$ cat config.mk
export PLATFORM = sky130hd
export DESIGN_NAME = kr_sweep_sequencer
export DESIGN_NICKNAME = d
export VERILOG_FILES = /design/src/rtl/kr_sweep_sequencer.sv
export SDC_FILE = /design/constraint.sdc
export NUM_CORES = 1
export LEC_CHECK = 0
export CORE_UTILIZATION = 55
export DETAILED_ROUTE_END_ITERATION = 10
export GPL_TIMING_DRIVEN = 0
export PLACE_DENSITY_LB_ADDON = 0.1
export SYNTH_ARGS = -nofsm -noshare
export SYNTH_HDL_FRONTEND = slang
export SYNTH_SLANG_ARGS = --single-unit
$ cat constraint.sdc
create_clock -name clk -period 3.8 [get_ports clk]
set_input_delay 0.38 -clock clk [delete_from_list [all_inputs] [get_ports clk]]
set_output_delay 0.38 -clock clk [all_outputs]
set_load 0.05 [all_outputs]
$ cat src/rtl/kr_sweep_sequencer.sv
// Knight-rider sweep timing source: divides clk into a periodic tick and bounces a
// single one-hot position back and forth across N_LEDS channels.
module kr_sweep_sequencer #(
  parameter int N_LEDS     = 8,
  parameter int TICK_DIV   = 1024,
  parameter int STEP_TICKS = 8
) (
  input  logic                                         clk,
  input  logic                                         rst,
  input  logic                                         enable,
  output logic                                         tick,
  output logic [N_LEDS-1:0]                            select,
  output logic [((N_LEDS > 1) ? $clog2(N_LEDS) : 1)-1:0] pos,
  output logic                                         dir
);

  localparam int PosW  = (N_LEDS > 1) ? $clog2(N_LEDS) : 1;
  localparam int TickW = (TICK_DIV > 1) ? $clog2(TICK_DIV) : 1;
  localparam int StepW = (STEP_TICKS > 1) ? $clog2(STEP_TICKS) : 1;

  localparam logic [PosW-1:0]  PosMax  = PosW'(N_LEDS - 1);
  localparam logic [TickW-1:0] TickMax = TickW'(TICK_DIV - 1);
  localparam logic [StepW-1:0] StepMax = StepW'(STEP_TICKS - 1);

  localparam logic [1:0] StIdle = 2'd0;
  localparam logic [1:0] StUp   = 2'd1;
  localparam logic [1:0] StDown = 2'd2;

  logic [1:0]       state_q, state_d;
  logic [PosW-1:0]  pos_q, pos_d;
  logic [TickW-1:0] presc_q, presc_d;
  logic [StepW-1:0] step_q, step_d;
  logic             tick_int;

  assign tick_int = (state_q != StIdle) && (presc_q == TickMax);

  always_comb begin
    state_d = state_q;
    pos_d   = pos_q;
    presc_d = presc_q;
    step_d  = step_q;
    if (!enable || (state_q == StIdle)) begin
      // Idle and the first enabled edge both leave every counter at zero.
      state_d = enable ? StUp : StIdle;
      pos_d   = '0;
      presc_d = '0;
      step_d  = '0;
    end else begin
      presc_d = tick_int ? '0 : presc_q + 1'b1;
      if (tick_int) begin
        step_d = (step_q == StepMax) ? '0 : step_q + 1'b1;
        // A single channel never moves and never turns around.
        if ((step_q == StepMax) && (N_LEDS > 1)) begin
          if (state_q == StUp) begin
            if (pos_q == PosMax) begin
              state_d = StDown;
              pos_d   = pos_q - 1'b1;
            end else begin
              pos_d = pos_q + 1'b1;
            end
          end else begin
            if (pos_q == '0) begin
              state_d = StUp;
              pos_d   = pos_q + 1'b1;
            end else begin
              pos_d = pos_q - 1'b1;
            end
          end
        end
      end
    end
  end

  always_ff @(posedge clk) begin
    if (rst) begin
      state_q <= StIdle;
      pos_q   <= '0;
      presc_q <= '0;
      step_q  <= '0;
    end else begin
      state_q <= state_d;
      pos_q   <= pos_d;
      presc_q <= presc_d;
      step_q  <= step_d;
    end
  end

  always_comb begin
    select = '0;
    if (state_q != StIdle) begin
      select[pos_q] = 1'b1;
    end
  end

  assign tick = tick_int;
  assign pos  = pos_q;
  assign dir  = (state_q == StDown);

endmodule
==> results.md <==
| Step | Parameter | This run |
|---|---|---|
| power | Part of the total power dissipated in combinational logic | 4.4% |
| timing | Final setup viols | 0 |
| timing | Clock skew | 0.00399 ns |
| power | Switching power share of the total | 20.8% |
| clock tree | Clock latency on the worst-skew pair | 0.29 ns |
| placement | DP Wirelength | 1350 um |
| power | Cell area power density | 272 nW/um2 |
| placement | Worst setup timing slack at the placement stage | 1.16 ns |
| setup path | RR Endpoint | state_q[1] |
| logic synthesis | Number of synthesis warnings | 0 |
| setup path | Launch point of the critical path | presc_q[0] |
| die | Effective utilization at floorplan | 61.8% |
| power | Max rail drop VDD | 0.202 mV |
| cells and area | Signed area change from the synthesized netlist to the final layout | 21.2% |
| setup path | Arrival time of data at the critical path endpoint | 2.60 ns |
| setup path | R2R Path Start | presc_q[0] |
| timing | Total Negative Setup Slacks | 0 ns |
| global routing | Antenna violations before repair | 0 |
| timing | Post-layout min period | 2.98 ns |
| routing | Overall routed net length | 1780 um |
| logic synthesis | Sequential share of the synthesized area | 37.0% |
| logic synthesis | FFs w/ async S/R, synth | 0% |
| cells and area | Number of nets in the layout | 145 |
| die | Overall die width | 44.1 um |
| logic synthesis | Post-synth EDFFs | 0 |
| timing | Highest attainable clock frequency | 335 MHz |
| power | Sequential group share of total power | 59.5% |
| logic synthesis | Distinct cell type count of the synthesized netlist | 32 |
| timing | RSZ-0062 raised after global routing | no |
| timing | Total count of hold-check failures in the final report | 0 |
| logic synthesis | Post-Synthesis Mean Instance Area | 8.48 um2 |
| placement | Port bufs | 15 |
| global routing | Global-route usage over all layers | 22.3% |
| routing | Vias | 831 |
| timing | Slew of the pin with the lowest slew margin | 0.747 ns |
| worst hold path | Type of the tightest min-delay check | register to register |
| global routing | Overall overflow remaining after global route | 0 |
| clock tree | Num CTS Buffers | 3 |
| clock tree | Buffer type at the clock tree root | clkbuf_4 |
| die | Site Rows | 14 |
| clock tree | Number of setup buffers added after CTS | 0 |
| setup path | Register-to-Register Setup Slack | 1.80 ns |
| setup path | Required time worst endpoint | 3.42 ns |
| routing | Remaining antenna violation count | 0 |
| outcome | Result of the run | finished clean |
| logic synthesis | Top area cells in the synthesized netlist | dfxtp_1 (37%), ha_1 (9.0%), nor2_1 (6.9%) |
| logic synthesis | Primary FF master, synth | dfxtp_1 |
| die | Chip height | 44.1 um |
| clock tree | CTS tree | yes |
| run | Count of maximum capacitance violations | 0 |
| routing | Number of DRC markers in iteration 0 | 5 |
| setup path | Endpoint of the most critical setup path | tick |
| global routing | Via count of the first global-routing pass | 807 |
| power | Switching component of the power | 66.9 uW |
| timing | Min setup slack post-route | 0.816 ns |
| routing | Via-per-instance ratio | 5.54 |
| global routing | Global-route wire length before repair | 3250 um |
| logic synthesis | Synthesized net count | 125 |
| setup path | Critical path capture point type | output pin |
| routing | Wire length per cell after detailed routing | 11.9 um |
| logic synthesis | Cell taking the most area after synthesis | dfxtp_1 |
| global routing | Largest net degree at the start of global routing | 11 |
| timing | Worst Hold Slack | 0.481 ns |
| logic synthesis | Post-Synthesis Cell Area | 975 um2 |
| clock tree | Post-cts hold buffer count | 0 |
| setup path | Path depth of the worst reg2reg path | 5 |
| timing | Final period util | 78.5% |
| logic synthesis | Share of the synthesized area in the top cell type | 37.0% |
| setup path | Kind of start point of the critical path | register |
| clock tree | Clock Sink Count | 18 |
| die | Ports | 16 |
| routing | Count of TritonRoute iterations in the first routing pass | 6 |
| power | Fraction of power consumed by the clock network | 36.1% |
| logic synthesis | FF+latch count, synth | 18 |
| setup path | Maximum fanout encountered on the critical timing path | 5 |
| clock tree | Post-cts gate resize count | 0 |
| cells and area | Fraction of layout cells with a size suffix above 1 | 8.21% |
| placement | Global placement routability congestion | 0.768 |
| cells and area | Fillcell total | 114 |
| routing | Post-route DRC | 0 |
| setup path | Critical setup path kind | register to output pin |
| die | Placeable core area | 1580 um2 |
| timing | Slew Viols, Final | 0 |
| clock tree | Clock transition at the registers of the reported paths | 0.10 ns |
| power | Static Leakage | 0.443 nW |
| timing | Relative slew slack | 49.8% |
| logic synthesis | Gate Count Post-Synth | 115 |
| logic synthesis | Commonest cells post-synth | dfxtp_1 (18), nor2_1 (18), nand2_1 (9), inv_1 (8), ha_1 (7) |
| cells and area | Ant. Diodes | 0 |
| die | Area of the die | 1940 um2 |
| power | Internal power summed over all cells | 254 uW |
| clock tree | CTS H-tree lvls | 1 |
| clock tree | Number of buffers on the longest clock path | 2 |
[worst min-delay path by stage]
stage,from,end,slack [ns],depth (start not counted)
after detailed placement,presc_q[0],presc_q[0],0.47,1
after global placement,presc_q[0],presc_q[0],0.44,1
after floorplan,presc_q[0],presc_q[0],0.43,1
after CTS,presc_q[0],presc_q[0],0.50,1
final,presc_q[0],presc_q[0],0.48,1
after global routing,presc_q[0],presc_q[0],0.50,1
[metal layers]
metal / up-vias / track usage, % / part of all wire, %
met4: 0 / 5.45 / 0.45
li1: 432 / - / -
met3: 2 / 6.53 / 5.0
met1: 379 / 26.0 / 49
met2: 18 / 40.0 / 45
met5: - / 0 / 0
[worst max-delay path, stage by stage (launching register included)]
cell and delay (ns):
dfxtp_1 0.38, ha_1 0.25, nand4_2 0.16, or4_1 0.50, clkbuf_2 0.17, inv_1 0.07
clkdlybuf4s50_1 0.79
[logic make-up (layout without fill, tap and decap cells)]
logic type,after synthesis,in the layout,share of synthesized area [%]
adders and majority gates,7,7,8.99
and+or+nand+nor,53,53,28.4
DFF,18,18,37.0
buffers and inverters,10,29,3.98
muxes,3,3,3.08
AOI/OAI and AO/OA,14,14,9.63
xor gates and xnor gates,10,10,8.99
[metrics by stage]
| stage | cell area [um2] | utilization [%] | cells | power, mW |
|---|---|---|---|---|
| 6_report | 1180 | 74.9 | 150 | 0.321 |
| 3_5_place_dp | 1140 | 72.6 | 146 | 0.209 |
| 3_3_place_gp | 1140 | 72.6 | 146 | 0.209 |
| 5_1_grt | 1180 | 74.9 | 150 | 0.331 |
| 2_1_floorplan | 975 | - | 115 | 0.204 |
| 4_1_cts | 1180 | 74.9 | 150 | 0.324 |
[registers in the layout (all words and copies together) (netlist names)]
signal,cells
presc_q,10
state_q,2
step_q,3
pos,3
[power groups by stage]
| stage | clock network [mW] | logic [mW] | registers [mW] |
|---|---|---|---|
| 3_5_place_dp | 0 | 0.0140 | 0.195 |
| 4_1_cts | 0.119 | 0.0141 | 0.191 |
| 3_3_place_gp | 0 | 0.0137 | 0.195 |
| 2_1_floorplan | 0 | 0.00936 | 0.195 |
| 5_1_grt | 0.125 | 0.0157 | 0.191 |
| 6_report | 0.116 | 0.0140 | 0.191 |
[cell type report]
cell class | count | area [um2] | area share (%)
Buffer | 2 | 8.76 | 0.742
Tap cell | 16 | 20.0 | 1.69
Sequential cell | 18 | 360 | 30.5
Clock buffer | 4 | 36.3 | 3.07
Inverter | 8 | 30.0 | 2.54
Multi-Input combinational cell | 87 | 576 | 48.7
Timing Repair Buffer | 15 | 150 | 12.7
[cell usage in the layout, fill, tap and decap left out, types with 2 or more instances in the layout]
cell type	n
nor2_1	18
dfxtp_1	18
clkdlybuf4s50_1	15
nand2_1	9
inv_1	8
ha_1	7
nor3_1	6
xnor2_1	5
xor2_1	5
o21ai_0	4
nor2b_1	3
nand3_1	3
a21oi_1	3
mux2i_1	3
clkbuf_4	3
nand4_1	2
nand2b_1	2
a21o_1	2
a211o_1	2
Note: power is estimated with default switching activity, not from simulation.
